## src/rtl/ps2_key_event_fifo_pkg.sv

```systemverilog
// Shared types and constants for the PS/2 Set-2 key event path.
// Covers the event record, the prefix and drop-list bytes, and the decoder states.
package ps2_pkg;

    typedef struct packed {
        logic       brk;
        logic       ext;
        logic [7:0] code;
    } key_event_t;

    localparam logic [7:0] PS2_PFX_EXT   = 8'hE0;
    localparam logic [7:0] PS2_PFX_BRK   = 8'hF0;
    localparam logic [7:0] PS2_PFX_PAUSE = 8'hE1;

    // Controller replies and error codes that never describe a key.
    localparam logic [7:0] PS2_DROP_NUL  = 8'h00;
    localparam logic [7:0] PS2_DROP_BAT  = 8'hAA;
    localparam logic [7:0] PS2_DROP_ECHO = 8'hEE;
    localparam logic [7:0] PS2_DROP_ACK  = 8'hFA;
    localparam logic [7:0] PS2_DROP_RSND = 8'hFE;
    localparam logic [7:0] PS2_DROP_ERR  = 8'hFF;

    typedef enum logic [2:0] {
        ST_IDLE,
        ST_EXT,
        ST_BRK,
        ST_EXT_BRK,
        ST_PAUSE
    } dec_state_t;

    function automatic logic is_drop(input logic [7:0] c);
        return c inside {PS2_DROP_NUL, PS2_DROP_BAT, PS2_DROP_ECHO,
                         PS2_DROP_ACK, PS2_DROP_RSND, PS2_DROP_ERR};
    endfunction

    function automatic logic is_prefix(input logic [7:0] c);
        return c inside {PS2_PFX_EXT, PS2_PFX_BRK, PS2_PFX_PAUSE};
    endfunction

endpackage

```

## src/rtl/ps2_key_event_fifo_if.sv

```systemverilog
// Event pop port: show-ahead head entry with a valid/ready handshake.
interface ps2_key_event_fifo_if;
    import ps2_pkg::*;

    key_event_t evt_data_o;
    logic       evt_valid_o;
    logic       evt_ready_i;

    modport master (output evt_data_o, output evt_valid_o, input evt_ready_i);
    modport slave  (input evt_data_o, input evt_valid_o, output evt_ready_i);

endinterface

```

## src/rtl/ps2_key_event_fifo_sync_fifo.sv

```systemverilog
// Show-ahead synchronous FIFO with extended-pointer full/empty detection.
// A push into a full FIFO is accepted only when a pop frees a slot in the same cycle.
module sync_fifo #(
    parameter int WIDTH = 8,
    parameter int DEPTH = 16
) (
    input  logic                   clk,
    input  logic                   reset_i,
    input  logic                   push,
    input  logic [WIDTH-1:0]       din,
    input  logic                   pop,
    output logic [WIDTH-1:0]       dout,
    output logic                   empty,
    output logic                   drop,
    output logic [$clog2(DEPTH):0] count
);
    localparam int AW = $clog2(DEPTH);

    logic [AW:0]      wr_ptr, rd_ptr, wr_nxt, rd_nxt;
    logic             full, do_push, do_pop;
    logic [WIDTH-1:0] mem [DEPTH];

    assign empty   = (wr_ptr == rd_ptr);
    assign full    = (wr_ptr[AW] != rd_ptr[AW]) && (wr_ptr[AW-1:0] == rd_ptr[AW-1:0]);
    assign do_pop  = pop & ~empty;
    assign do_push = push & (~full | do_pop);
    assign drop    = push & full & ~do_pop;

    assign wr_nxt  = wr_ptr + (AW+1)'(do_push);
    assign rd_nxt  = rd_ptr + (AW+1)'(do_pop);

    always_ff @(posedge clk) begin
        if (reset_i) begin
            wr_ptr <= '0;
            rd_ptr <= '0;
            count  <= '0;
        end else begin
            wr_ptr <= wr_nxt;
            rd_ptr <= rd_nxt;
            count  <= wr_nxt - rd_nxt;
        end
    end

    // Storage is left unreset so it maps onto LUT RAM.
    always_ff @(posedge clk) begin
        if (do_push) mem[wr_ptr[AW-1:0]] <= din;
    end

    assign dout = mem[rd_ptr[AW-1:0]];

endmodule

```

## src/rtl/ps2_key_event_fifo.sv

```systemverilog
// Collapses a PS/2 Set-2 byte stream into one event per key action
// and queues the events for the CPU behind a show-ahead FIFO.
module ps2_key_event_fifo
    import ps2_pkg::*;
#(
    parameter int DEPTH     = 16,
    parameter int PAUSE_LEN = 7
) (
    input  logic                   clk,
    input  logic                   reset_i,
    input  logic [7:0]             ps2_code_i,
    input  logic                   ps2_strobe_i,
    input  logic                   ps2_err_i,
    ps2_key_event_fifo_if.master   evt,
    output logic [$clog2(DEPTH):0] count_o,
    output logic                   overflow_o,
    output logic                   rx_err_o,
    input  logic                   clr_i
);
    localparam int PW = $clog2(PAUSE_LEN + 1);

    dec_state_t state, state_nxt, idle_nxt;
    logic [PW-1:0] pause_cnt, cnt_nxt;
    logic       push, idle_push, pfx, drop, empty;
    key_event_t evt_in, head;

    assign pfx = is_prefix(ps2_code_i);

    // What a byte means with no prefix pending; also used to resync on a stray prefix.
    always_comb begin
        idle_push = 1'b0;
        case (ps2_code_i)
            PS2_PFX_EXT:   idle_nxt = ST_EXT;
            PS2_PFX_BRK:   idle_nxt = ST_BRK;
            PS2_PFX_PAUSE: idle_nxt = ST_PAUSE;
            default: begin
                idle_nxt  = ST_IDLE;
                idle_push = ~is_drop(ps2_code_i);
            end
        endcase
    end

    always_comb begin
        state_nxt   = state;
        cnt_nxt     = pause_cnt;
        push        = 1'b0;
        evt_in.brk  = 1'b0;
        evt_in.ext  = 1'b0;
        evt_in.code = ps2_code_i;
        if (ps2_err_i) begin
            state_nxt = ST_IDLE;
        end else if (ps2_strobe_i) begin
            case (state)
                ST_IDLE: begin
                    state_nxt = idle_nxt;
                    push      = idle_push;
                    cnt_nxt   = '0;
                end
                ST_EXT: begin
                    if (ps2_code_i == PS2_PFX_BRK) begin
                        state_nxt = ST_EXT_BRK;
                    end else if (pfx) begin
                        state_nxt = idle_nxt;
                        cnt_nxt   = '0;
                    end else begin
                        state_nxt  = ST_IDLE;
                        push       = 1'b1;
                        evt_in.ext = 1'b1;
                    end
                end
                ST_BRK, ST_EXT_BRK: begin
                    if (pfx) begin
                        state_nxt = idle_nxt;
                        cnt_nxt   = '0;
                    end else begin
                        state_nxt  = ST_IDLE;
                        push       = 1'b1;
                        evt_in.brk = 1'b1;
                        evt_in.ext = (state == ST_EXT_BRK);
                    end
                end
                ST_PAUSE: begin
                    if (pause_cnt == PW'(PAUSE_LEN - 1)) begin
                        state_nxt   = ST_IDLE;
                        push        = 1'b1;
                        evt_in.ext  = 1'b1;
                        evt_in.code = PS2_PFX_PAUSE;
                    end else begin
                        cnt_nxt = pause_cnt + PW'(1);
                    end
                end
                default: state_nxt = ST_IDLE;
            endcase
        end
    end

    always_ff @(posedge clk) begin
        if (reset_i) begin
            state      <= ST_IDLE;
            pause_cnt  <= '0;
            overflow_o <= 1'b0;
            rx_err_o   <= 1'b0;
        end else begin
            state      <= state_nxt;
            pause_cnt  <= cnt_nxt;
            // A new event on the same cycle as clr_i keeps the flag set.
            overflow_o <= (overflow_o & ~clr_i) | drop;
            rx_err_o   <= (rx_err_o & ~clr_i) | ps2_err_i;
        end
    end

    sync_fifo #(
        .WIDTH ($bits(key_event_t)),
        .DEPTH (DEPTH)
    ) u_fifo (
        .clk     (clk),
        .reset_i (reset_i),
        .push    (push),
        .din     (evt_in),
        .pop     (evt.evt_ready_i),
        .dout    (head),
        .empty   (empty),
        .drop    (drop),
        .count   (count_o)
    );

    assign evt.evt_data_o  = head;
    assign evt.evt_valid_o = ~empty;

endmodule

```

## src/flat_wrapper.sv

```systemverilog
// flat-port wrapper written by rule: the top's interface ports become plain ports
module ps2_key_event_fifo_flat import ps2_pkg::*;
#(
    parameter int DEPTH     = 16,
    parameter int PAUSE_LEN = 7
)
  (clk, reset_i, ps2_code_i, ps2_strobe_i, ps2_err_i, count_o, overflow_o, rx_err_o, clr_i, evt_evt_data_o, evt_evt_valid_o, evt_evt_ready_i);
  ps2_key_event_fifo_if evt_i ();
  input  logic clk;
  input  logic reset_i;
  input  logic [7:0] ps2_code_i;
  input  logic ps2_strobe_i;
  input  logic ps2_err_i;
  output logic [$clog2(DEPTH):0] count_o;
  output logic overflow_o;
  output logic rx_err_o;
  input  logic clr_i;
  output wire logic [$bits(evt_i.evt_data_o)-1:0] evt_evt_data_o;
  output wire logic [$bits(evt_i.evt_valid_o)-1:0] evt_evt_valid_o;
  input wire logic [$bits(evt_i.evt_ready_i)-1:0] evt_evt_ready_i;
  assign evt_evt_data_o = evt_i.evt_data_o;
  assign evt_evt_valid_o = evt_i.evt_valid_o;
  assign evt_i.evt_ready_i = evt_evt_ready_i;
  ps2_key_event_fifo #(.DEPTH(DEPTH), .PAUSE_LEN(PAUSE_LEN)) u_core (.clk(clk), .reset_i(reset_i), .ps2_code_i(ps2_code_i), .ps2_strobe_i(ps2_strobe_i), .ps2_err_i(ps2_err_i), .evt(evt_i), .count_o(count_o), .overflow_o(overflow_o), .rx_err_o(rx_err_o), .clr_i(clr_i));
endmodule
```

## config.mk

```make
export PLATFORM = sky130hd
export DESIGN_NAME = ps2_key_event_fifo_flat
export DESIGN_NICKNAME = d
export VERILOG_FILES = /design/src/rtl/ps2_key_event_fifo_pkg.sv /design/src/rtl/ps2_key_event_fifo_if.sv /design/src/rtl/ps2_key_event_fifo_sync_fifo.sv /design/src/rtl/ps2_key_event_fifo.sv /design/src/flat_wrapper.sv
export SDC_FILE = /design/constraint.sdc
export NUM_CORES = 1
export LEC_CHECK = 0
export CORE_MARGIN = 5
export CORE_UTILIZATION = 46
export DETAILED_ROUTE_END_ITERATION = 16
export PLACE_DENSITY_LB_ADDON = 0.12
export SKIP_LAST_GASP = 1
export SYNTH_ARGS = -nofsm -noshare
export SYNTH_HDL_FRONTEND = slang
export SYNTH_SLANG_ARGS = --single-unit
export TNS_END_PERCENT = 20
```

## constraint.sdc

```tcl
create_clock -name clk -period 5.9 [get_ports clk]
set_clock_uncertainty 0.05 [all_clocks]
set_input_delay 0.885 -clock clk [delete_from_list [all_inputs] [get_ports clk]]
set_output_delay 0.885 -clock clk [all_outputs]
set_load 0.005 [all_outputs]
```

==> Word level (Yosys, flattened, before mapping) <==
Memory sizes are Yosys's and may differ from the RTL's. A register that Yosys moved wholly into a read port is not among the register bits.
Index checks and enable logic that the tools add are counted.
{ "word_totals": {"regBits": 23, "ramBits": 160, "inputBits": 14, "output_inout_bits": 18, "wordCells": 83, "memories": 1} }
{ "mem_list": {"columns": ["name", "words", "width", "rd", "rd_clocked_by_memory_dff", "write_ports", "line_no", "rtl"], "rows": [
  ["u_core.u_fifo.mem", 16, 10, 1, 1, 1, "ps2_key_event_fifo_sync_fifo.sv:21", "logic [WIDTH-1:0] mem [DEPTH];"]
]} }
{ "op_classes": {"n_addsub": 4, "eq_ne": 19, "mux": 26, "bitwise_logic": 15, "n_reduce_logical": 11} }
{ "op_table": {"columns": ["cell", "count"], "rows": [
  ["equality test 8 bit (second input constant)", 8],
  ["case mux 3 bit (4 select lines)", 2],
  ["2-to-1 mux 10 bit", 2],
  ["2-to-1 mux 3 bit", 6],
  ["adder 5 x 1 -> 5 bit", 2],
  ["2-to-1 mux 1 bit", 9],
  ["2-to-1 mux 9 bit", 1],
  ["case mux 3 bit (3 select lines)", 1],
  ["zero test 8 bit", 1],
  ["2-to-1 mux 8 bit", 1],
  ["AND 1 bit", 6],
  ["equality test 3 x 2 -> 1 bit (second input constant)", 2],
  ["equality test 3 bit (second input constant)", 2],
  ["NOT 1 bit", 6],
  ["nonzero test 6 bit", 1],
  ["equality test 5 bit", 1],
  ["AND reduction 5 bit", 1],
  ["subtractor 5 bit", 1],
  ["equality test 4 bit", 1],
  ["2-to-1 mux 4 bit", 1],
  ["!= test 2 bit (second input constant)", 2],
  ["case mux 1 bit (4 select lines)", 1],
  ["nonzero test 4 bit", 1],
  ["OR reduction 2 bit", 2],
  ["12 further kinds", 14]
]} }

==> Longest topological paths before layout <==
Gate-level depths: netlist of the first run.
{ "depth": {"ltp_word": 10, "mapped_depth": 17, "ltp_nobuf": 16} }

==> Hierarchy <==
From an unflattened synthesis of the first run, not the netlist that was laid out.
{ "unflattened": {"cells_unflattened": 442, "area_unflattened_um2": 7708.6} }
{ "by_module_without_submodules": {"columns": ["module", "instances", "cells_per_inst", "area_per_inst_um2", "seq_area_each_um2"], "rows": [
  ["sync_fifo", 1, 352, 7003.0, 5104.9],
  ["ps2_key_event_fifo", 1, 90, 705.7, 160.2]
]} }

==> Worst setup path after synthesis of the first run <==
OpenSTA, ideal clock, no wires.
{ "synth_timing": {"path_type": "in2reg", "start": "input ps2_code_i[1]", "end": "register u_core.u_fifo.count[4]", "setup_time_ns": 0.065, "arrival_time_ns": 3.625, "t_required_ns": 5.785, "path_slack_ns": 2.160, "cell_stages": 14, "path_buffers": 1, "cell_sequence": "or4_4 > a2111oi_4 > o211ai_2 > nand3_4 > buf_8 > inv_2 > ha_1 > ha_1 > xor2_1 > ha_1 > a21o_1 > a21oi_1 > xnor3_1 > nor2_1"} }
{ "synth_between": {"elab_chain_len": 10, "word_cells_on_any_way": 22, "cone_classes": "add/sub (2); eq/ne (8); mux (6); bitwise (2); reduce/logical (4)"} }
{ "synth_rtl": {"columns": ["element", "line_no", "rtl"], "rows": [
  ["from (decl)", "flat_wrapper.sv:11", "input logic [7:0] ps2_code_i;"],
  ["equality test 8 bit, or another cell as far along", "ps2_key_event_fifo_pkg.sv:37, ps2_key_event_fifo.sv:32", null],
  ["nonzero test 3 bit / nonzero test 6 bit (equally long branches)", "ps2_key_event_fifo_pkg.sv:37, ps2_key_event_fifo_pkg.sv:32", null],
  ["2-to-1 mux 1 bit / NOT 1 bit (equally long branches)", "ps2_key_event_fifo.sv:62, ps2_key_event_fifo.sv:72, ps2_key_event_fifo.sv:38", null],
  ["2-to-1 mux 1 bit (on tied branches)", "ps2_key_event_fifo.sv:60, ps2_key_event_fifo.sv:32", null],
  ["case mux 1 bit (4 select lines) (*)", "ps2_key_event_fifo.sv:53", "case (state)"],
  ["2-to-1 mux 1 bit (*)", "ps2_key_event_fifo.sv:52", "end else if (ps2_strobe_i) begin"],
  ["2-to-1 mux 1 bit (*)", "ps2_key_event_fifo.sv:50", "if (ps2_err_i) begin"],
  ["AND 1 bit (*)", "ps2_key_event_fifo_sync_fifo.sv:26", "assign do_push = push & (~full | do_pop);"],
  ["adder 5 x 1 -> 5 bit (*)", "ps2_key_event_fifo_sync_fifo.sv:29", "assign wr_nxt = wr_ptr + (AW+1)'(do_push);"],
  ["named net u_core.u_fifo.wr_nxt[2]", "ps2_key_event_fifo_sync_fifo.sv:19", "logic [AW:0] wr_ptr, rd_ptr, wr_nxt, rd_nxt;"],
  ["subtractor 5 bit (*)", "ps2_key_event_fifo_sync_fifo.sv:40", "count <= wr_nxt - rd_nxt;"],
  ["to (signal assigned)", "ps2_key_event_fifo_sync_fifo.sv:40", null],
  ["to (decl)", "ps2_key_event_fifo_sync_fifo.sv:15", "output logic [$clog2(DEPTH):0] count"]
]} }
Mark *: on every way through the listed nets, which the timed path passes. The rest lies on a longest branch.
A chain may end at the register's enable or synchronous reset.

==> results.txt, run 1 <==
* Sw power: 620 uW
- Counting both buffers and inverters, the worst setup path holds a total of 2.
- Of the cells placed in the final design, the portion with a size suffix greater than 1 is 0.259.
- # port buffers: 31
- Post-route clock period utilization: 0.715
- Total CTS buffers: 17
- Sequential-to-total area share from yosys stat: 0.696
- Setup violations remaining at the end of the flow were counted as 0.
- Summed over all cells, the static leakage comes to ~2.8 nW.
- Initial cell density of the core: 0.473
* Hold-fix buffers, CTS: 0
* Kind of end point of the critical path: output port
- Power spread over the standard cell area amounts to between 300 and 400 nW/um^2.
* Crit path required time: roughly 5 ns
- Measured along the y axis, the die boundary spans approximately 140 um.
* Number of H-tree levels: 4
- TritonCTS built the clock tree.
* Sequential share of power: 0.505
- Across every metal layer, demand over resource in global routing totals 0.172.
- Cell internal power was estimated by the tool at about 2.2 mW.
* Clk root buf: sky130_fd_sc_hd__clkbuf_16
- After detailed routing, the number of remaining DRC violations is 0.
- A synthesized cell averages approximately 18 um^2.
* Kind of start point of the critical path: flop
- Post-synth EDFFs: between 150 and 200
- Setup repair after global routing left no endpoint under its margin.
* Standard cell core area: approximately 16000 um^2
* Layout filler cell count: 1288
* Cell area after synthesis: 7570 um^2
* Wire length per cell after detailed routing: 22.8 um
- Horiz. Die Dim: roughly 140 um
- Critical Path Fanout Max: 22
- Family with the most delay on the worst path: multiplexers
* Number of nets with antenna violations after detailed routing: 0
- Met3 Usage GRT: 0.0348
* Class of the worst hold path: flop to flop
* Pin count of the biggest net entering global routing: 29
- By area, the combinational part of the netlist is dominated by multiplexers.
- The flow ran to the end, and the final reports show no timing, DRC or antenna violations.
- Async SR Flop Fraction: 0
- Dominant synthesized flop cell: sky130_fd_sc_hd__edfxtp_1
- The first global-routing pass estimated ~24000 um of wire.
- Clock tree buffer depth: 2
- Clock network power share: 0.400
- Longest individual stage delay on the worst path: approximately 0.86 ns
- Gates resized during post-CTS repair numbered 0.
- For this run, global-route usage on met2 was measured as 0.284.
- Of the total synthesized cell area, the portion taken by full adders, half adders and majority gates is 0.0192.
- Last weighted congestion value of the routability-driven placer: ~0.76
* Number of synthesis warnings: 0
- The largest individual stage delay along the critical path comes from the cell sky130_fd_sc_hd__dfxtp_2.
* Compound-cell area share of the yosys netlist: 0.0311
- Headroom to the max-slew limit came out at 0.194.
- Router iterations before antenna repair: 4
* Logic gate share of total power: 0.096
- Buffers inserted by post-CTS timing repair: 0
- Switching power share of the total: 0.216
* Post-Synthesis Net Count: roughly 440
* Ports placed on the boundary: 32
- Global routing usage on met1: 0.229
- Diodes inserted: 0
- The share of synthesized area in the top cell type comes to 0.635.
* Worst setup timing slack at the placement stage: 1.47 ns
- For this run the aggregate overflow at the end of global routing stands at 0.
- Clock transition at path regs: approximately 0.060 ns
* Total Die Area: between 15000 and 20000 um^2
- Site row count: between 40 and 50
- Counting stages on the worst path, the most repeated cell is sky130_fd_sc_hd__mux4_2.
- Across all setup checks in the final design, the least slack found is around 1.7 ns.
* Peak ir drop on the vdd network: 0.210 mV
* CTS Sinks: 183
* Area delta synth->final: 17.0%
- The signal on the critical path passes through buf_4 > mux4_2 > mux4_2 > clkdlybuf4s50_1.
- Busiest metal layer after global routing: met2
* DPL Wire Length: between 10000 and 15000 um
- Area fraction in and, or, nand and nor cells after synthesis: 0.0693
* Via density: between 5 and 6
- Setup total negative slack on the finished layout was measured at 0 ns.
* Register bit count reported by yosys: between 150 and 200
- The critical path in this run is classified as flop to output port.
- Biggest area contributors in the synthesized netlist: sky130_fd_sc_hd__edfxtp_1 64%, sky130_fd_sc_hd__mux4_2 15%, sky130_fd_sc_hd__dfxtp_1 6.1%
- Maxcap violations: 0
- Number of library cell types mapped by synthesis: 49
* Total wirelength of the detailed-routed design: 15700 um
- The via count of the first global-routing pass came to slightly above 4k.
* Maximum frequency from static timing analysis: between 200 and 250 MHz
- Worst slew pin tran: around 1.2 ns
- # nets final: 486
- Most numerous cell types in the synthesized netlist: 160 x sky130_fd_sc_hd__edfxtp_1, 50 x sky130_fd_sc_hd__mux4_2, 23 x sky130_fd_sc_hd__dfxtp_1
* Slew Limit Fails: 0
- The number of antenna violations at the first check in global routing is 0.
- Initial drt markers: between 300 and 400
- For the worst setup path, the data arrival time is between 3 and 4 ns.
- Most area-hungry cell type in the Yosys netlist: sky130_fd_sc_hd__edfxtp_1
- The final route contains 3892 vias.
- Number of instances in the synthesized netlist: slightly above 400
- By instance count, the leading cell after synthesis is sky130_fd_sc_hd__edfxtp_1.
- Of the total synthesized cell area, the portion taken by XOR and XNOR cells is 0.0180.
* Mux share of post-synthesis cell area: 0.149
- The total count of hold-check failures in the final report came to 0.
- The routed design could run at a clock period as short as 4.22 ns.
* Skew-Pair Late Insertion Delay: 0.42 ns
-- through the flow --
stage	instances	area [um^2]	utilization	hold WS (ns)	total power, mW
2_1_floorplan	412	7570	-	0.400	1.64
3_3_place_gp	658	8260	0.516	0.415	1.75
3_5_place_dp	658	8260	0.516	0.429	1.76
4_1_cts	690	8850	0.553	0.438	2.90
5_1_grt	690	8850	0.553	0.480	2.97
6_report	690	8850	0.553	0.431	2.87
-- layout by cell type, fill, tap and decap left out, drive strengths merged, types with 4 or more instances in the layout --
cell,count
or2,5
a21oi,6
mux4,50
nor4,9
edfxtp,160
buf,20
clkinv,5
nand2,10
clkinvlp,4
dfxtp,23
nand3,7
nand2b,6
clkdlybuf4s50,31
clkbuf,17
xor2,10
inv,13
ha,10
nor2b,9
nor2,22
nor3,14
and2,4
-- flip-flops by register name, summed over array words and instances, names as in the netlist --
name,cells
u_core.overflow_o,1
u_core.pause_cnt,3
u_core.rx_err_o,1
u_core.state,3
u_core.u_fifo.count,5
u_core.u_fifo.mem,160
u_core.u_fifo.rd_ptr,5
u_core.u_fifo.wr_ptr,5
-- metal layers --
| metal | part of all wire | up-vias |
|---|---|---|
| li1 | - | 1754 |
| met1 | 0.44 | 2025 |
| met2 | 0.51 | 96 |
| met3 | 0.038 | 17 |
| met4 | 0.015 | 0 |
| met5 | 0 | - |
-- tightest hold or removal path: stages, from the launching register on --
cell and delay (ns):
sky130_fd_sc_hd__dfxtp_1 0.33, sky130_fd_sc_hd__nand2_1 0.06, sky130_fd_sc_hd__a21oi_1 0.05
-- kinds of logic after synthesis --
group / Yosys count
buffers and inverters: 31
and+or+nand+nor: 96
DFF: 183
xor gates and xnor gates: 14
AOI/OAI and AO/OA: 27
muxes: 50
adders and majority gates: 11
-- power groups by stage --
stage	Combinational (mW)	Clock [mW]	Sequential, mW
final	0.274	1.14	1.45
after global routing	0.298	1.22	1.45
after CTS	0.280	1.17	1.45
after detailed placement	0.280	0	1.48
after global placement	0.278	0	1.48
after floorplan	0.192	0	1.45
-- area by class of cell --
class,count,area [um^2],area share
Clock buffer,17,425,0.0480
Clock inverter,15,174,0.0196
Inverter,10,37.5,0.00424
Multi-Input combinational cell,198,2220,0.251
Sequential cell,183,5270,0.595
Tap cell,216,270,0.0305
Timing Repair Buffer,51,460,0.0520
-- final timing paths --
kind / startpoint / end / slack, ns / depth (start not counted)
setup reg to reg: u_core.u_fifo.rd_ptr[3]$_SDFF_PP0_ / u_core.u_fifo.count[4]$_SDFF_PP0_ / 2.09 / 13
hold / removal: u_core.pause_cnt[1]$_SDFFE_PP0P_ / u_core.pause_cnt[1]$_SDFFE_PP0P_ / 0.43 / 2
hold reg to reg: u_core.pause_cnt[1]$_SDFFE_PP0P_ / u_core.pause_cnt[1]$_SDFFE_PP0P_ / 0.43 / 2
setup / recovery: u_core.u_fifo.rd_ptr[0]$_SDFF_PP0_ / evt_evt_data_o[6] / 1.68 / 4
(Power assumes the default switching activity.)
==> inputs of run 2 (changes only) <==
Clock period 5.9 ns to 3.4 ns, I/O delays scaled along.
==> results.txt, run 2 (same netlist as run 1, synthesis figures left out) <==
- Number of nets with antenna violations after detailed routing: 0 (unchanged)
- CP cell instances: buf_4 > mux4_2 > mux4_2 > clkdlybuf4s50_1
- Antenna violations before repair: 0 (unchanged)
- The via count of the first global-routing pass was 4237 (+4.2%).
* Routed met3 length: 571 um (-5.1%)
- The overall die height was 138 um (unchanged).
- Maxcap violations: 0 (unchanged)
- The total vias in the final route was 3958 (+1.7%).
* Kind of start point of the critical path: flop
- Run status: completed
- The first-pass iteration count of the detailed router came to 4 (unchanged).
- The total count of hold-check failures in the final report came to 0 (unchanged).
- The global router's overall resource usage is 0.174 (+0.00157).
- Via density: 5.47 (-2.9%)
- The ratio of total power to cell area is 553 nW/um^2 (+71%).
- Layout filler cell count: 1270 (-1.4%)
* Placed cell count: 691 (+5.0%)
- The first-pass GRT wire length was 25000 um (+2.3%).
* Initial drt markers: 344 (+11%)
* Design area: 9160 um^2 (+3.4%)
- The post-layout net count is 519 (+6.8%).
- The weighted congestion at the end of routability-driven global placement is 0.803 (+6.1%).
- Met1 layer wirelength in the final routing: 7090 um (+3.1%)
- Clock tree buffer depth: 2 (unchanged)
- Overall overflow remaining after global route: 0 (unchanged)
* Ports placed on the boundary: 32 (unchanged)
* Worst slew pin tran: 1.17 ns (-0.0397 ns)
* Top library cells by usage in the layout, fill and taps aside: 160 x sky130_fd_sc_hd__edfxtp_1, 52 x sky130_fd_sc_hd__buf_4, 50 x sky130_fd_sc_hd__mux4_2
* Number of flip-flops in the largest register: 160 (unchanged)
* # port buffers: 31 (unchanged)
- Slowest library cell on the worst path: sky130_fd_sc_hd__buf_4
* Slew Limit Fails: 0 (unchanged)
- The smallest clock period supported by the final layout is computed as roughly 3.3 ns.
- Wire length per cell after detailed routing: 22.0 um (-3.5%)
- Most frequent standard cell in the layout excluding fill and tap cells: sky130_fd_sc_hd__edfxtp_1
* Total wirelength of the detailed-routed design: 15900 um (+1.1%)
- Most numerous cell on the critical path: sky130_fd_sc_hd__mux4_2
- The register clock-pin slew on the reported worst setup and hold paths was 0.06 ns (about the same).
- Critical Path Fanout Max: 42 (+91%)
* Site row count: 46 (unchanged)
* Post-route clock period utilization: 0.962
- Start of the worst register-to-register path: u_core.pause_cnt[0]$_SDFFE_PP0P_
* Highest metal layer used by the detailed router: met4
- Setup repair after global routing left no endpoint under its margin.
* Family with the most delay on the worst path: buffers and inverters
* TritonCTS clock tree: yes
- The static leakage power is 3.04 nW (+7.2%).
* Class of the worst hold path: flop to flop
- The later-pin clock latency in the skew report came to 0.42 ns (about the same).
* DPL Wire Length: 10500 um (+3.2%)
- The critical path buffer and inverter count came to 2 (unchanged).
- The largest net degree at the start of global routing came to 43 (+48%).
- Proportion of layout cells with a drive suffix above 1: 0.312 (+0.0521)
* Crit path from: u_core.u_fifo.rd_ptr[1]$_SDFF_PP0_
- Kind of end point of the critical path: output port
* Non-filler cells in the finished layout: 723 (+4.8%)
- The number of design rule violations left after detail routing is 0 (unchanged).
- Peak ir drop on the vdd network: 0.370 mV (+77%)
* Relative slew slack: 0.219 (+0.0252)
- The number of antenna cells inserted was 0 (unchanged).
* CTS Sinks: 183 (unchanged)
* Horiz. Die Dim: 138 um (unchanged)
* Total CTS buffers: 17 (unchanged)
- Clock tree synthesis selected as its root buffer the cell sky130_fd_sc_hd__clkbuf_16.
- The worst endpoint data arrival time is 2.71 ns (-0.57 ns).
* Start-to-end type of the worst setup path: flop to output port
- For this run, the top clock speed supported by timing is 306 MHz.
* Longest individual stage delay on the worst path: 0.53 ns (-0.33 ns)
- The starting density of the core came to 0.473 (unchanged).
* Routed wl met2: 8100 um (+1.0%)
* Instance area at placement: 8520 um^2 (+3.2%)
- Total Die Area: 19100 um^2 (unchanged)
- The worst hold path begins at u_core.pause_cnt[1]$_SDFFE_PP0P_.
* Hold Worst Slack: 0.434 ns (+0.00297 ns)
- From synthesis to final layout, the design area changed by 21.0%.
- Hold-fix buffers, CTS: 0 (unchanged)
- The final number of setup-violating endpoints was 0 (unchanged).
- The H-tree depth reported by CTS is 4 (unchanged).
* Crit path required time: 2.84 ns (-2.13 ns)
* Standard cell core area: 16000 um^2 (unchanged)
-- run 2: cell types whose count changed in the layout (fill, tap and decap cells not counted), sizes merged --
cell,change
buf,+33
dlymetal6s2s,+3
clkdlybuf4s50,-3
clkbuf,+2
clkinvlp,-4
bufinv,+1
inv,-1
clkinv,+2
-- run 2: metal layers --
layer,GRT usage,vias up
li1,-,1817
met1,0.231,2049
met2,0.292,80
met3,0.0428,12
met4,0.0411,0
met5,0,-
-- run 2: report_power, final --
| group | total, mW | switching (mW) | internal (mW) |
|---|---|---|---|
| clock network | 2.03 | 0.805 | 1.23 |
| registers | 2.47 | 0.0111 | 2.46 |
| logic | 0.557 | 0.244 | 0.312 |
| total | 5.06 | 1.06 | 4.00 |
-- run 2: cell type report --
cell class,count,area (um^2),share of cell area
sequential,183,5270,0.575
timing repair buffer,84,728,0.0795
clock inverter,13,176,0.0193
clock buffer,19,433,0.0473
inverter,10,37.5,0.00410
tap,216,270,0.0295
multi-input combinational,198,2240,0.245
-- run 2: worst paths after layout --
| check | end | slack [ns] | depth (start not counted) |
|---|---|---|---|
| max | evt_evt_data_o[9] | 0.13 | 4 |
| min | u_core.pause_cnt[1]$_SDFFE_PP0P_ | 0.43 | 2 |
| max reg2reg | u_core.u_fifo.count[4]$_SDFF_PP0_ | 0.39 | 15 |
| min reg2reg | u_core.pause_cnt[1]$_SDFFE_PP0P_ | 0.43 | 2 |
-- run 2: timing repair --
item                                   CTS  global route
resized for setup                        0             9
endpoints found under the hold margin    0             0
setup endpoints to repair                0             2
buffers inserted                         0             0
-- run 2: worst register-to-register path, cell delays in order, from the launching register on --
cell and delay (ns):
sky130_fd_sc_hd__dfxtp_1 0.38, sky130_fd_sc_hd__inv_1 0.06, sky130_fd_sc_hd__ha_1 0.22, sky130_fd_sc_hd__and2_1 0.20
sky130_fd_sc_hd__a21boi_1 0.25, sky130_fd_sc_hd__o211ai_2 0.16, sky130_fd_sc_hd__nand3_4 0.12, sky130_fd_sc_hd__inv_2 0.04
sky130_fd_sc_hd__ha_1 0.20, sky130_fd_sc_hd__ha_2 0.21, sky130_fd_sc_hd__xor2_2 0.16, sky130_fd_sc_hd__ha_1 0.29
sky130_fd_sc_hd__a21o_1 0.17, sky130_fd_sc_hd__a21oi_2 0.13, sky130_fd_sc_hd__xnor3_1 0.21, sky130_fd_sc_hd__nor2_1 0.11
-- run 2: stage by stage --
stage               worst slack [ns]  power [mW]  utilization  TNS (ns)
detailed placement            -0.379        3.09        0.532     -1.70
global route                  0.0458        5.25        0.572         0
finish                         0.131        5.06        0.572         0
CTS                           0.0647        5.11        0.570         0
floorplan                     0.0351        2.85            -         0
global placement              -0.300        3.08        0.532     -1.72
==> inputs of run 3 (changes only) <==
Clock period 3.4 ns to 3.3 ns, I/O delays scaled along.
==> results.txt, run 3 (same netlist as run 1, synthesis figures left out) <==
* Run status: completed
* Worst slew pin tran: 1.18 ns (+0.0159 ns)
- In the layout the commonest cells are 160 x sky130_fd_sc_hd__edfxtp_1, 50 x sky130_fd_sc_hd__mux4_2, 50 x sky130_fd_sc_hd__buf_4.
- Relative slew slack: 0.210 (-0.00935)
- The net switching power was 1.15 mW (+8.5%).
* Most numerous cell on the critical path: sky130_fd_sc_hd__mux4_2
* Most frequent standard cell in the layout excluding fill and tap cells: sky130_fd_sc_hd__edfxtp_1
- Clk root buf: sky130_fd_sc_hd__clkbuf_16
- Initial cell density of the core: 0.473 (unchanged)
- The routed length per placed instance was 21.5 um (-2.3%).
* Clock network power share: 0.375 (-0.026)
- The global router's overall resource usage came to 0.170 (-0.00372).
- Slowest library cell on the worst path: sky130_fd_sc_hd__mux4_2
- The worst hold slack is 0.428 ns (-0.00576 ns).
- Antenna violations before repair: 0 (unchanged)
- Leakage power summed over all cells: 2.98 nW (-1.9%)
- The worst endpoint data arrival time came to 2.67 ns (-0.04 ns).
- The weighted congestion at the end of routability-driven global placement was 0.779 (-3.0%).
* Critical Path Fanout Max: 30 (-29%)
- Ports placed on the boundary: 32 (unchanged)
* Count of final setup violators: 0 (unchanged)
* Power density cells: 548 nW/um^2 (-0.90%)
- The max-slew violation total from the final report came to 0 (unchanged).
- The total vias in the final route was 3945 (-0.33%).
- The number of fill cells was 1280 (+0.79%).
- Switching power share of the total: 0.230 (+0.0207)
* Total count of hold-check failures in the final report: 0 (unchanged)
- Clock transition at path regs: 0.07 ns (about the same)
- The horizontal die dimension is 138 um (unchanged).
- The proportion of power drawn by flip-flops and latches was 0.510 (+0.021).
- Total wirelength of the detailed-routed design: 15500 um (-2.3%)
* Kind of end point of the critical path: output port
- Buffers inserted by post-CTS timing repair: 0 (unchanged)
* Longest individual stage delay on the worst path: 0.54 ns (about the same)
- The starting DRC count in detailed routing is 263 (-24%).
* Maximum frequency from static timing analysis: 311 MHz
* Setup Total Neg Slack: 0 ns (unchanged)
- The combinational fraction of design power is 0.115 (+0.005).
* Standard cell core area: 16000 um^2 (unchanged)
* Internal power contribution: 3.85 mW (-3.9%)
* Post-route clock period utilization: 0.975
- Number of H-tree levels: 4 (unchanged)
- Crit path required time: 2.75 ns (-0.09 ns)
- Overall overflow remaining after global route: 0 (unchanged)
- The number of CTS-inserted buffers came to 17 (unchanged).
- The share of layout cells above drive strength 1 was 0.327 (+0.0158).
- The number of buffers inserted for hold repair after clock tree synthesis is 0 (unchanged).
* Design area: 9120 um^2 (-0.38%)
* Die outline height: 138 um (unchanged)
- The number of design rule violations left after detail routing came to 0 (unchanged).
- The maximum clock insertion buffer count came to 2 (unchanged).
- Peak ir drop on the vdd network: 0.378 mV (+2.1%)
- Pin count of the biggest net entering global routing: 43 (unchanged)
- The min-delay analysis places its worst path in the category flop to flop.
- # port buffers: 31 (unchanged)
- Wire length of the first global-routing pass: 24400 um (-2.6%)
* CP cell instances: buf_12 > mux4_2 > mux4_2 > clkdlybuf4s50_1
- CTS Sinks: 183 (unchanged)
- Number of flip-flops in the largest register: 160 (unchanged)
- Tmin final: ~3.2 ns
- Kind of start point of the critical path: flop
* Footprint of the flip-flops and latches: 5270 um^2 (unchanged)
* Start-to-end type of the worst setup path: flop to output port
* Site row count: 46 (unchanged)
- TritonCTS built the clock tree.
- Total Die Area: 19100 um^2 (unchanged)
* Area delta synth->final: 20.5%
* Multi-input logic area: 2270 um^2 (+1.1%)
* Instance area at placement: 8570 um^2 (+0.60%)
- # nets final: 519 (unchanged)
* Number of nets with antenna violations after detailed routing: 0 (unchanged)
* DPL Wire Length: 10400 um (-1.3%)
- Setup repair after global routing missed its margin: yes
- The total of max-cap violations is 0 (unchanged).
- The later-pin clock latency in the skew report is 0.43 ns (about the same).
- The average vias per placed instance was 5.46 (-0.33%).
- The first-pass iteration count of the detailed router came to 5 (+1).
* Diodes inserted: 0 (unchanged)
* Via count of the first global-routing pass: 4128 (-2.6%)
==> run 3: cell types whose count changed in the layout (fill, tap and decap cells not counted), sizes merged <==
| cell | change |
|---|---|
| clkinvlp | +1 |
| clkdlybuf4s50 | +3 |
| bufinv | -4 |
| clkbuf | -1 |
| clkinv | -3 |
| inv | +7 |
| dlymetal6s2s | -3 |
==> run 3: through the flow <==
stage	utilization	std cells	setup WS [ns]	total power [mW]
6_report	0.570	723	0.0834	5.00
3_3_place_gp	0.535	691	-0.323	3.19
2_1_floorplan	-	412	0.0198	2.95
5_1_grt	0.570	723	-0.0175	5.21
4_1_cts	0.570	723	0.0234	5.06
3_5_place_dp	0.535	691	-0.383	3.19
==> run 3: cell type report <==
| cell class | count | share of cell area |
|---|---|---|
| flip-flops and latches | 183 | 0.578 |
| inverters | 10 | 0.00412 |
| repair buffers | 84 | 0.0808 |
| multi-input cells | 198 | 0.248 |
| clock inverters | 14 | 0.0123 |
| clock buffers | 18 | 0.0471 |
| well taps | 216 | 0.0296 |
==> run 3: worst paths after layout <==
path,from,to,slack (ns),cells after the start
max,u_core.u_fifo.rd_ptr[0]$_SDFF_PP0_,evt_evt_data_o[0],0.08,4
min,u_core.pause_cnt[1]$_SDFFE_PP0P_,u_core.pause_cnt[1]$_SDFFE_PP0P_,0.43,2
max reg2reg,u_core.pause_cnt[0]$_SDFFE_PP0P_,u_core.u_fifo.mem[13][2]$_DFFE_PP_,0.26,9
min reg2reg,u_core.pause_cnt[1]$_SDFFE_PP0P_,u_core.pause_cnt[1]$_SDFFE_PP0P_,0.43,2
==> run 3: power by group through the flow <==
stage / Clock (mW) / Sequential [mW] / Combinational [mW]
6_report: 1.87 / 2.55 / 0.574
5_1_grt: 2.03 / 2.55 / 0.626
4_1_cts: 1.92 / 2.55 / 0.590
3_5_place_dp: 0 / 2.60 / 0.586
3_3_place_gp: 0 / 2.60 / 0.583
2_1_floorplan: 0 / 2.60 / 0.349
==> run 3: what timing repair did <==
item                                    CTS  global route
endpoints found under the setup margin    2             4
gates resized for setup                   1             1
pin swaps                                 0             2
==> run 3: per-layer routing <==
layer	share of wire	vias up	global-route usage
met5	0	-	0
met4	0.010	0	0.0624
met3	0.036	15	0.0334
met2	0.50	82	0.270
met1	0.45	2031	0.236
li1	-	1817	-
==> run 3: critical path: cells and delay by family, from the launching register on <==
family / cells / cell delay, ns
buffers and inverters: 2 / 0.75
DFF: 1 / 0.41
muxes: 2 / 1.07
